$ cat config.mk
export PLATFORM = sky130hd
export DESIGN_NAME = issue_ctrl_flat
export DESIGN_NICKNAME = d
export VERILOG_FILES = /design/src/rtl/pipeline_pkg.sv /design/src/rtl/issue_ctrl_if.sv /design/src/rtl/scoreboard.sv /design/src/rtl/issue_ctrl.sv /design/src/flat_wrapper.sv
export SDC_FILE = /design/constraint.sdc
export NUM_CORES = 1
export LEC_CHECK = 0
export ABC_CLOCK_PERIOD_IN_PS = 2800
export CORE_MARGIN = 5
export CORE_UTILIZATION = 52
export CTS_CLUSTER_SIZE = 12
export DETAILED_ROUTE_END_ITERATION = 12
export PLACE_DENSITY_LB_ADDON = 0.1
export SETUP_SLACK_MARGIN = 0.3
export SLEW_MARGIN = 20
export SYNTH_ARGS = -nofsm -noshare
export SYNTH_HDL_FRONTEND = slang
export SYNTH_SLANG_ARGS = --single-unit
$ cat constraint.sdc
create_clock -name clk -period 2.8 [get_ports clk]
set_input_delay 0.56 -clock clk [delete_from_list [all_inputs] [get_ports clk]]
set_output_delay 0.56 -clock clk [all_outputs]
set_load 0.01 [all_outputs]
$ cat src/rtl/pipeline_pkg.sv
// Shared pipeline definitions for the issue stage.
//   NUM_REGS / REG_W : architectural register file shape
//   REG_ZERO         : hard-wired zero register index
//   issue_state_t    : issue controller FSM states
//   reg_onehot()     : register index to scoreboard bit mask; x0 never maps to a bit
package pipeline_pkg;

    localparam int unsigned NUM_REGS = 32;
    localparam int unsigned REG_W    = 5;

    typedef logic [REG_W-1:0] reg_idx_t;

    localparam reg_idx_t REG_ZERO = 5'd0;

    typedef enum logic [0:0] {
        RUN   = 1'b0,
        FLUSH = 1'b1
    } issue_state_t;

    // Writes to x0 are architectural no-ops, so they never produce a mask bit.
    function automatic logic [NUM_REGS-1:0] reg_onehot(input reg_idx_t r, input logic en);
        logic [NUM_REGS-1:0] mask;
        mask = '0;
        if (en && (r != REG_ZERO)) begin
            mask[r] = 1'b1;
        end
        return mask;
    endfunction

endpackage

$ cat src/rtl/issue_ctrl_if.sv
// Decode / execute / writeback handshake bundle around the issue controller.
//   master : pipeline side (drives decode fields, ex_ready, writeback, redirect)
//   slave  : issue_ctrl side (drives dec_stall, issue_valid, flush, pending_cnt)
interface issue_ctrl_if
    import pipeline_pkg::*;
#(
    parameter int unsigned MAX_PENDING = 4
) ();

    localparam int unsigned CntW = $clog2(MAX_PENDING + 1);

    // Decode
    logic     dec_valid;
    reg_idx_t dec_rs1;
    reg_idx_t dec_rs2;
    reg_idx_t dec_rd;
    logic     dec_uses_rs1;
    logic     dec_uses_rs2;
    logic     dec_writes_rd;
    logic     dec_stall;
    logic     issue_valid;

    // Execute / writeback
    logic     ex_ready;
    logic     wb_valid;
    reg_idx_t wb_rd;
    logic     redirect_valid;

    // Fetch / debug
    logic            flush;
    logic [CntW-1:0] pending_cnt;

    modport master (
        output dec_valid, dec_rs1, dec_rs2, dec_rd,
        output dec_uses_rs1, dec_uses_rs2, dec_writes_rd,
        output ex_ready, wb_valid, wb_rd, redirect_valid,
        input  dec_stall, issue_valid, flush, pending_cnt
    );

    modport slave (
        input  dec_valid, dec_rs1, dec_rs2, dec_rd,
        input  dec_uses_rs1, dec_uses_rs2, dec_writes_rd,
        input  ex_ready, wb_valid, wb_rd, redirect_valid,
        output dec_stall, issue_valid, flush, pending_cnt
    );

endinterface

$ cat src/rtl/scoreboard.sv
// Register scoreboard: one pending bit per architectural register plus a
// running count of outstanding writes.
//   clk, reset          : clock, asynchronous active-low reset
//   set_en_i/set_rd_i   : mark a destination as outstanding (issue)
//   clr_en_i/clr_rd_i   : release a destination (writeback)
//   rs1_i/rs2_i/rd_i    : lookup indices; *_hit_o report pending bits
//   full_o              : count has reached MAX_PENDING
//   pending_cnt_o       : outstanding write count
module scoreboard
    import pipeline_pkg::*;
#(
    parameter int unsigned  MAX_PENDING = 4,
    localparam int unsigned CntW        = $clog2(MAX_PENDING + 1)
) (
    input  logic            clk,
    input  logic            reset,
    input  logic            set_en_i,
    input  reg_idx_t        set_rd_i,
    input  logic            clr_en_i,
    input  reg_idx_t        clr_rd_i,
    input  reg_idx_t        rs1_i,
    input  reg_idx_t        rs2_i,
    input  reg_idx_t        rd_i,
    output logic            rs1_hit_o,
    output logic            rs2_hit_o,
    output logic            rd_hit_o,
    output logic            full_o,
    output logic [CntW-1:0] pending_cnt_o
);

    logic [NUM_REGS-1:0] pending_q, pending_d;
    logic [NUM_REGS-1:0] set_mask, clr_mask, pending_cleared;
    logic [CntW-1:0]     cnt_q, cnt_d;
    logic                set_eff, clr_eff;

    always_comb begin
        set_mask        = reg_onehot(set_rd_i, set_en_i);
        // A writeback for a register that is not pending is dropped here so the
        // count cannot underflow or drift from the bit vector.
        clr_mask        = reg_onehot(clr_rd_i, clr_en_i) & pending_q;
        clr_eff         = |clr_mask;
        pending_cleared = pending_q & ~clr_mask;
        // Count a set only if it really turns a bit on after this cycle's clear.
        set_eff         = |(set_mask & ~pending_cleared);
        pending_d       = pending_cleared | set_mask;
        cnt_d           = cnt_q + CntW'(set_eff) - CntW'(clr_eff);
    end

    always_ff @(posedge clk or negedge reset) begin
        if (!reset) begin
            pending_q <= '0;
            cnt_q     <= '0;
        end else begin
            pending_q <= pending_d;
            cnt_q     <= cnt_d;
        end
    end

    always_comb begin
        rs1_hit_o     = pending_q[rs1_i];
        rs2_hit_o     = pending_q[rs2_i];
        rd_hit_o      = (rd_i != REG_ZERO) && pending_q[rd_i];
        full_o        = (cnt_q == CntW'(MAX_PENDING));
        pending_cnt_o = cnt_q;
    end

    a_cnt_is_popcount : assert property (@(posedge clk) disable iff (!reset)
        cnt_q == CntW'($countones(pending_q)));

    a_x0_never_pending : assert property (@(posedge clk) disable iff (!reset)
        !pending_q[0]);

    a_wb_to_pending : assert property (@(posedge clk) disable iff (!reset)
        (clr_en_i && (clr_rd_i != REG_ZERO)) |-> pending_q[clr_rd_i]);

    a_no_overflow : assert property (@(posedge clk) disable iff (!reset)
        (set_eff && !clr_eff) |-> !full_o);

endmodule

$ cat src/rtl/issue_ctrl.sv
// Issue controller between decode and execute. Tracks outstanding register
// writes, stalls decode on RAW/WAW hazards, execute back-pressure or a full
// scoreboard, and drives a fixed-length flush after each execute redirect.
//   clk, reset : clock, asynchronous active-low reset
//   bus        : issue_ctrl_if.slave (decode, execute, writeback, flush, count)
module issue_ctrl
    import pipeline_pkg::*;
#(
    parameter int unsigned MAX_PENDING  = 4,
    parameter int unsigned FLUSH_CYCLES = 2
) (
    input  logic         clk,
    input  logic         reset,
    issue_ctrl_if.slave  bus
);

    localparam int unsigned CntW = $clog2(MAX_PENDING + 1);
    localparam int unsigned FcW  = $clog2(FLUSH_CYCLES + 1);

    issue_state_t   state_q, state_d;
    logic [FcW-1:0] fcnt_q, fcnt_d;

    logic            rs1_hit, rs2_hit, rd_hit, sb_full;
    logic [CntW-1:0] sb_cnt;
    logic            hazard;
    logic            dec_stall, issue_valid, flush;
    logic            set_en, clr_en;

    scoreboard #(
        .MAX_PENDING (MAX_PENDING)
    ) u_scoreboard (
        .clk           (clk),
        .reset         (reset),
        .set_en_i      (set_en),
        .set_rd_i      (bus.dec_rd),
        .clr_en_i      (clr_en),
        .clr_rd_i      (bus.wb_rd),
        .rs1_i         (bus.dec_rs1),
        .rs2_i         (bus.dec_rs2),
        .rd_i          (bus.dec_rd),
        .rs1_hit_o     (rs1_hit),
        .rs2_hit_o     (rs2_hit),
        .rd_hit_o      (rd_hit),
        .full_o        (sb_full),
        .pending_cnt_o (sb_cnt)
    );

    // State register
    always_ff @(posedge clk or negedge reset) begin
        if (!reset) begin
            state_q <= RUN;
            fcnt_q  <= '0;
        end else begin
            state_q <= state_d;
            fcnt_q  <= fcnt_d;
        end
    end

    // Next state: fcnt_q holds the flush cycles still to go, including the current one.
    always_comb begin
        state_d = state_q;
        fcnt_d  = fcnt_q;
        unique case (state_q)
            RUN: begin
                if (bus.redirect_valid) begin
                    state_d = FLUSH;
                    fcnt_d  = FcW'(FLUSH_CYCLES);
                end
            end
            FLUSH: begin
                if (bus.redirect_valid) begin
                    fcnt_d = FcW'(FLUSH_CYCLES);
                end else begin
                    fcnt_d = fcnt_q - FcW'(1);
                    if (fcnt_q == FcW'(1)) begin
                        state_d = RUN;
                    end
                end
            end
            default: begin
                state_d = RUN;
                fcnt_d  = '0;
            end
        endcase
    end

    // Outputs and scoreboard controls
    always_comb begin
        // rd_hit already excludes x0; no writeback bypass, so a hit always stalls.
        hazard = (bus.dec_uses_rs1 && rs1_hit) ||
                 (bus.dec_uses_rs2 && rs2_hit) ||
                 (bus.dec_writes_rd && rd_hit);
        // Deliberately independent of dec_valid to keep the decode loop acyclic.
        dec_stall = hazard || !bus.ex_ready || (sb_full && bus.dec_writes_rd) ||
                    (state_q != RUN);
        // Gating with reset keeps issue_valid low while reset is held, without a clock.
        issue_valid = reset && bus.dec_valid && (state_q == RUN) && !bus.redirect_valid;
        flush       = (state_q == FLUSH);
        set_en      = issue_valid && bus.dec_writes_rd && (bus.dec_rd != REG_ZERO);
        clr_en      = bus.wb_valid && (bus.wb_rd != REG_ZERO);
    end

    assign bus.dec_stall   = dec_stall;
    assign bus.issue_valid = issue_valid;
    assign bus.flush       = flush;
    assign bus.pending_cnt = sb_cnt;

    a_flush_cnt_live : assert property (@(posedge clk) disable iff (!reset)
        (state_q == FLUSH) |-> (fcnt_q != '0));

endmodule

$ cat src/flat_wrapper.sv
// flat-port wrapper written by rule: the top's interface ports become plain ports
module issue_ctrl_flat import pipeline_pkg::*;
#(
    parameter int unsigned MAX_PENDING  = 4,
    parameter int unsigned FLUSH_CYCLES = 2
)
  (clk, reset, bus_dec_valid, bus_dec_rs1, bus_dec_rs2, bus_dec_rd, bus_dec_uses_rs1, bus_dec_uses_rs2, bus_dec_writes_rd, bus_ex_ready, bus_wb_valid, bus_wb_rd, bus_redirect_valid, bus_dec_stall, bus_issue_valid, bus_flush, bus_pending_cnt);
  issue_ctrl_if #(.MAX_PENDING(MAX_PENDING)) bus_i ();
  input  logic clk;
  input  logic reset;
  input wire logic [$bits(bus_i.dec_valid)-1:0] bus_dec_valid;
  input wire logic [$bits(bus_i.dec_rs1)-1:0] bus_dec_rs1;
  input wire logic [$bits(bus_i.dec_rs2)-1:0] bus_dec_rs2;
  input wire logic [$bits(bus_i.dec_rd)-1:0] bus_dec_rd;
  input wire logic [$bits(bus_i.dec_uses_rs1)-1:0] bus_dec_uses_rs1;
  input wire logic [$bits(bus_i.dec_uses_rs2)-1:0] bus_dec_uses_rs2;
  input wire logic [$bits(bus_i.dec_writes_rd)-1:0] bus_dec_writes_rd;
  input wire logic [$bits(bus_i.ex_ready)-1:0] bus_ex_ready;
  input wire logic [$bits(bus_i.wb_valid)-1:0] bus_wb_valid;
  input wire logic [$bits(bus_i.wb_rd)-1:0] bus_wb_rd;
  input wire logic [$bits(bus_i.redirect_valid)-1:0] bus_redirect_valid;
  output wire logic [$bits(bus_i.dec_stall)-1:0] bus_dec_stall;
  output wire logic [$bits(bus_i.issue_valid)-1:0] bus_issue_valid;
  output wire logic [$bits(bus_i.flush)-1:0] bus_flush;
  output wire logic [$bits(bus_i.pending_cnt)-1:0] bus_pending_cnt;
  assign bus_i.dec_valid = bus_dec_valid;
  assign bus_i.dec_rs1 = bus_dec_rs1;
  assign bus_i.dec_rs2 = bus_dec_rs2;
  assign bus_i.dec_rd = bus_dec_rd;
  assign bus_i.dec_uses_rs1 = bus_dec_uses_rs1;
  assign bus_i.dec_uses_rs2 = bus_dec_uses_rs2;
  assign bus_i.dec_writes_rd = bus_dec_writes_rd;
  assign bus_i.ex_ready = bus_ex_ready;
  assign bus_i.wb_valid = bus_wb_valid;
  assign bus_i.wb_rd = bus_wb_rd;
  assign bus_i.redirect_valid = bus_redirect_valid;
  assign bus_dec_stall = bus_i.dec_stall;
  assign bus_issue_valid = bus_i.issue_valid;
  assign bus_flush = bus_i.flush;
  assign bus_pending_cnt = bus_i.pending_cnt;
  issue_ctrl #(.MAX_PENDING(MAX_PENDING), .FLUSH_CYCLES(FLUSH_CYCLES)) u_core (.clk(clk), .reset(reset), .bus(bus_i));
endmodule
==> flow_summary.toml, run 1 <==
[detailed_routing]
wl_per_cell_um = 23.4
dr.pass1.iters = 6
drc = 0
drt_iter0_drc = 520
ant_nets = 0
vias = 3818
vias_per_cell = 6.83
drt_wl_total_um = 13100

[final_layout]
syn2layout_area_growth_pct = 47.8
seq_area_sq_um = 952
instances_no_fill = 559
drive_gt1_share_pct = 44.4
layout_common_cells = "buf_4 (106), o21ai_0 (51), dfrtp_1 (37), nand2_1 (20), mux4_2 (20)"
fillers = 398
nets = 516
final_common_cell = "buf_4"
multiInputGateArea_sq_um = 2300
diodes = 0

[sta]
setup_violations = 3
fin_worst_skew_ns = 0.00567
tightestPinTransition_ns = 0.517
finalMaxSlewViolations = 0
hold_slack_ns = 0.334
layout_setup_ws_ns = -0.222
hold_viol = 0
period_needed_ns = 3.02
fin_crit_sh_pct = 108
rsz0062_at_grt = "yes"
timing.fmax_mhz = 331
slew_headroom_pct = 65.5

[clock_network]
cts_sinks = 38
clock_path_buffers = 2
cts_tree = "built"
clock_latency_ns = 0.30
clk_pin_slew_ns = 0.09
cts_root_buf = "clkbuf_8"
numCtsBuffers = 5
cts_max_level = 2

[grt]
grt_use_total_pct = 33.6
antenna_found_initial = 0
top_usage_layer = "met2"
met1_usage_pct = 44.1
grt-ovfl-total = 0
grtUsageMet3_pct = 5.49
grt_pass1_vias = 3601
grt_pass1_wl_um = 19600
use_met2_pct = 56.1
grt_max_degree = 39

[floorplan]
die_x_um = 88.9
die_h_um = 88.9
rows = 28
ios = 35
initial_utilization_pct = 54.0
dieArea_sq_um = 7890
core_area_sq_um = 5990

[status]
violations = "negative setup slack"
outcome = "finished with violations"

[power_and_ir_drop]
p_per_area_nw_per_um2 = 322
p_leak_nw = 2.05
irDropWorstVdd_uv = 386

[setup_path]
cp_data_arrival_time_ns = 3.21
cp_slowest_cell = "mux4_2"
startpoint_type = "input pin"
cp.buffers_inverters = 4
crit_top_cell = "inv_2"
cp-end-kind = "register"
crit_type = "input pin to register"
cpPeakStageDelay_ns = 0.48
crit_path_cell_trace = "clkbuf_4, buf_6, mux4_2, nor2b_1, a21oi_2, o22ai_1, nor2_1, nand3_1, ha_1, inv_2, ha_4, inv_2, fa_2, xnor2_2, xnor2_1"
required_ns = 2.99
path_max_fanout = 10
crit_family = "adder cells"

[placement]
io_buffers = 34
dp_hpwl_um = 9650
globalplace.congestion = 1.00
place_inst = 531

[synthesis]
synth_edf_count = 0
synth_area_per_cell_sq_um = 9.29
yosys_warnings = 0
synth_top_area_share_pct = 29.4
synth_ff_type = "dfrtp_1"
syn-num-nets = 381
synth-seq-cells = 38
ys_seq_area_share_pct = 29.4
synth_area_leaders = "dfrtp_1 (29%), mux4_2 (14%), o21ai_0 (8.8%), mux2i_1 (4.6%), nand2_1 (2.6%)"
syn_area_sq_um = 3230
async_flop_share_pct = 100
synth.distinct_cells = 62
synth_top_cell_by_area = "dfrtp_1"
synthCells = 348

[job]
maxCapViolations = 0

[worst_hold_path]
hp-class = "input pin to async pin"
[registers in the layout (all words and copies together) (netlist names)]
name	flops
u_core.u_scoreboard.pending_cnt_o	3
u_core.bus.flush	1
u_core.u_scoreboard.pending_q	32
u_core.fcnt_q	2
[Yosys cell counts (all sizes together) (4+ instances only)]
library cell  instances
a21oi                 4
a22oi                 7
a31oi                 4
buf                  16
clkbuf               11
dfrtp                38
inv                  13
mux2                  7
mux2i                15
mux4                 20
nand2                22
nand2b                7
nand3                14
nand3b                9
nand4                 6
nor2                 18
nor2b                 5
nor3                  8
o21ai                59
o22ai                 4
o31ai                 6
[where the power goes]
part	total [mW]	internal, mW	switching [mW]
Clock	0.408	0.176	0.232
Sequential	0.633	0.586	0.0475
Combinational	0.497	0.262	0.235
Total	1.54	1.02	0.515
[what timing repair did]
action / CTS / global route
hold buffers: 0 / 0
endpoints found under the setup margin: 5 / 4
hold endpoints to repair: 0 / 0
pin swaps: 16 / 19
gates resized for setup: 86 / 58
gates cloned: 1 / 1
setup buffers: 5 / 13
[logic make-up after synthesis]
family / after synthesis / share of synthesized area (%)
XOR/XNOR: 3 / 0.813
AND/OR/NAND/NOR: 110 / 19.7
adder cells (fa/ha/maj): 4 / 1.78
AO/OA/AOI/OAI: 111 / 21.6
multiplexers: 42 / 21.0
buffers and inverters: 40 / 5.73
flip-flops: 38 / 29.4
[final timing paths]
| check | startpoint | end | slack, ns | cells past startpoint |
|---|---|---|---|---|
| worst max-delay path | bus_wb_rd[3] | u_core.u_scoreboard.pending_cnt_o[2] | -0.22 | 15 |
| worst min-delay path | reset | u_core.u_scoreboard.pending_q[24] | 0.33 | 2 |
| worst max register to register | u_core.bus.flush | u_core.u_scoreboard.pending_cnt_o[2] | -0.15 | 14 |
| worst min register to register | u_core.u_scoreboard.pending_q[0] | u_core.u_scoreboard.pending_q[0] | 0.44 | 0 |
| max in group asynchronous | reset | u_core.u_scoreboard.pending_q[15] | 2.09 | 2 |
| min in group clk | u_core.u_scoreboard.pending_q[0] | u_core.u_scoreboard.pending_q[0] | 0.44 | 0 |
[routing by layer]
layer / wire length, um / share of wire [%] / up-vias
met4: 704 / 5.4 / 0
met1: 5060 / 39 / 1848
li1: - / - / 1621
met2: 6030 / 46 / 278
met3: 1300 / 9.9 / 71
met5: 0 / 0 / -
[area by class of cell]
cell class / count / share of cell area, %
clock buffer: 5 / 1.44
clock inverter: 3 / 0.445
inverter: 13 / 1.02
multi-input combinational: 270 / 48.2
sequential: 38 / 19.9
tap: 75 / 1.96
timing repair buffer: 155 / 27.0
[metrics by stage]
stage	setup WS [ns]	total power [mW]	util, %	TNS (ns)	instance area, sq um
6_report	-0.222	1.54	79.8	-0.387	4780
3_5_place_dp	-1.02	1.07	71.8	-3.24	4300
4_1_cts	-0.327	1.49	75.6	-0.773	4530
5_1_grt	-0.348	1.59	79.8	-0.651	4780
3_3_place_gp	-0.973	1.06	71.8	-3.10	4300
2_1_floorplan	-0.367	0.835	-	-0.668	3280
[worst reg2reg max path, cell delays in order (launching register included)]
cell and delay, ns:
dfrtp_1 0.42, nor4bb_4 0.32, buf_6 0.18, nand4b_4 0.13
or3b_4 0.40, nand3_2 0.08, or4_4 0.13, nor4_4 0.03
ha_1 0.30, inv_2 0.07, ha_4 0.12, inv_2 0.03
fa_2 0.34, xnor2_2 0.14, xnor2_1 0.13
(Power assumes the default switching activity.)
==> inputs of run 2 (changes only) <==
--- a/config.mk
+++ b/config.mk
@@ -11,6 +11,7 @@
 export CTS_CLUSTER_SIZE = 12
 export DETAILED_ROUTE_END_ITERATION = 12
 export PLACE_DENSITY_LB_ADDON = 0.1
+export RECOVER_POWER = 50
 export SETUP_SLACK_MARGIN = 0.3
 export SLEW_MARGIN = 20
 export SYNTH_ARGS = -nofsm -noshare
==> flow_summary.toml, run 2 (synthesized netlist as in run 1, its figures left out) <==
[clock_network]
cts_root_buf = "clkbuf_8"
clk_pin_slew_ns = 0.09
numCtsBuffers = 5
clock_latency_ns = 0.30
cts_tree = "built"
clock_path_buffers = 2
cts_sinks = 38
cts_max_level = 2

[power_and_ir_drop]
combPwrFrac_pct = 32.3
irDropWorstVdd_uv = 388
p_per_area_nw_per_um2 = 322
sequentialPowerShare_pct = 41.3
p_sw_mw = 0.514
p_leak_nw = 2.05
p_int_mw = 1.02
total_power_mw = 1.54
power_frac_clock_pct = 26.4
swShare_pct = 33.4

[floorplan]
core_area_sq_um = 5990
die_x_um = 88.9
die_h_um = 88.9
initial_utilization_pct = 54.0
dieArea_sq_um = 7890
ios = 35
rows = 28

[placement]
dp_hpwl_um = 9650
place_inst = 531
io_buffers = 34
placed_area_sq_um = 4300
globalplace.congestion = 1.00

[setup_path]
cp-end-kind = "register"
reg2reg_to = "u_core.u_scoreboard.pending_cnt_o[2]"
crit_path_cell_trace = "clkbuf_4, buf_6, mux4_2, nor2b_1, a21oi_2, o22ai_1, nor2_1, nand3_1, ha_1, inv_2, ha_4, inv_2, fa_2, xnor2_2, xnor2_1"
cp.buffers_inverters = 4
crit_top_cell = "inv_2"
startpoint_type = "input pin"
cp_slowest_cell = "mux4_2"
required_ns = 2.99
crit_family = "adder cells"
crit_type = "input pin to register"
r2r_setup_slack_ns = -0.15
path_max_fanout = 10
r2r_start = "u_core.bus.flush"
cp_data_arrival_time_ns = 3.21
cpPeakStageDelay_ns = 0.49
r2r_cells = 15

[detailed_routing]
vias_per_cell = 6.81
vias = 3806
dr.pass1.iters = 8
wl_per_cell_um = 23.4
drt_wl_total_um = 13100
ant_nets = 0
drc = 0
drt_iter0_drc = 558

[final_layout]
top_register = "u_core.u_scoreboard.pending_q"
instances_no_fill = 559
final_util_pct = 79.7
nets = 516
drive_gt1_share_pct = 44.2
syn2layout_area_growth_pct = 47.7
largest_reg_flops = 32
layout_common_cells = "buf_4 (105), o21ai_0 (51), dfrtp_1 (37), nand2_1 (20), mux4_2 (20)"
final_common_cell = "buf_4"
fin_area_sq_um = 4780
fillers = 398
diodes = 0

[sta]
hold_viol = 0
layout_setup_ws_ns = -0.224
rsz0062_at_grt = "yes"
fin_worst_skew_ns = 0.00552
slew_headroom_pct = -47.7
finalMaxSlewViolations = 39
timing.fmax_mhz = 331
fin_crit_sh_pct = 108
tightestPinTransition_ns = 2.22
period_needed_ns = 3.02
setup_violations = 3
hold_slack_ns = 0.447

[worst_hold_path]
hp-class = "register to register"
hold_depth = 0
hp-start = "u_core.u_scoreboard.pending_q[0]"
holdPathEnd = "u_core.u_scoreboard.pending_q[0]"

[status]
violations = "max-capacitance violations, max-slew violations, negative setup slack"
outcome = "finished with violations"

[grt]
grt_max_degree = 39
grt_pass1_wl_um = 19600
grt-ovfl-total = 0
grt_pass1_vias = 3601
grt_use_total_pct = 33.6
antenna_found_initial = 0

[job]
maxCapViolations = 1
==> run 2: cell count changes in the layout (fill, tap and decap cells not counted) <==
cell,change
clkbuf_1,+1
buf_4,-1
==> run 2: worst reg2reg max path: cells and delay by family (launching register included) <==
family / cells / cell delay (ns)
buffers and inverters: 5 / 0.58
AOI/OAI and AO/OA: 1 / 0.16
DFF: 1 / 0.42
xor gates and xnor gates: 2 / 0.27
adders and majority gates: 3 / 0.76
and+or+nand+nor: 4 / 0.63
==> run 2: worst max-delay path by stage <==
stage,from,endpoint,slack [ns],cells past startpoint
after floorplan,bus_dec_valid,u_core.u_scoreboard.pending_cnt_o[2],-0.37,15
after global placement,bus_wb_rd[3],u_core.u_scoreboard.pending_cnt_o[2],-0.97,15
after detailed placement,bus_wb_rd[2],u_core.u_scoreboard.pending_cnt_o[2],-1.02,14
after CTS,reset,u_core.u_scoreboard.pending_cnt_o[2],-0.33,15
after global routing,bus_dec_rd[4],u_core.u_scoreboard.pending_cnt_o[2],-0.35,16
final,bus_wb_rd[3],u_core.u_scoreboard.pending_cnt_o[2],-0.22,15
==> run 2: power groups by stage <==
stage                     combinational, mW  clock, mW  sequential, mW
final                                 0.497      0.406           0.634
after global routing                  0.531      0.423           0.637
after CTS                             0.459      0.403           0.631
after detailed placement              0.438          0           0.636
after global placement                0.428          0           0.635
after floorplan                       0.198          0           0.637
==> run 2: repair_timing <==
item	CTS	global route
pin swaps	16	19
hold endpoints to repair	0	0
hold buffers	0	0
resized for setup	86	58
setup endpoints to repair	5	4
buffers inserted	5	13
cloned	1	1
==> run 2: layout make-up <==
class                           instances  area [sq um]  area share [%]
Sequential cell                        38           952            19.9
Multi-Input combinational cell        270          2300            48.3
Inverter                               13          48.8            1.02
Tap cell                               75          93.8            1.96
Timing Repair Buffer                  155          1290            26.9
Clock inverter                          3          21.3           0.445
Clock buffer                            5          68.8            1.44
==> run 2: layer usage <==
metal  GRT usage [%]  up-vias  part of all wire [%]
li1                -     1624                     -
met1            44.1     1822                    37
met2            56.1      292                    46
met3            5.49       68                    11
met4            12.2        0                   5.1
met5               0        -                     0
==> run 2: stage by stage <==
step,TNS [ns],worst slack [ns]
floorplan,-0.668,-0.367
global placement,-3.10,-0.973
detailed placement,-3.24,-1.02
CTS,-0.773,-0.327
global route,-0.695,-0.348
finish,-0.394,-0.224
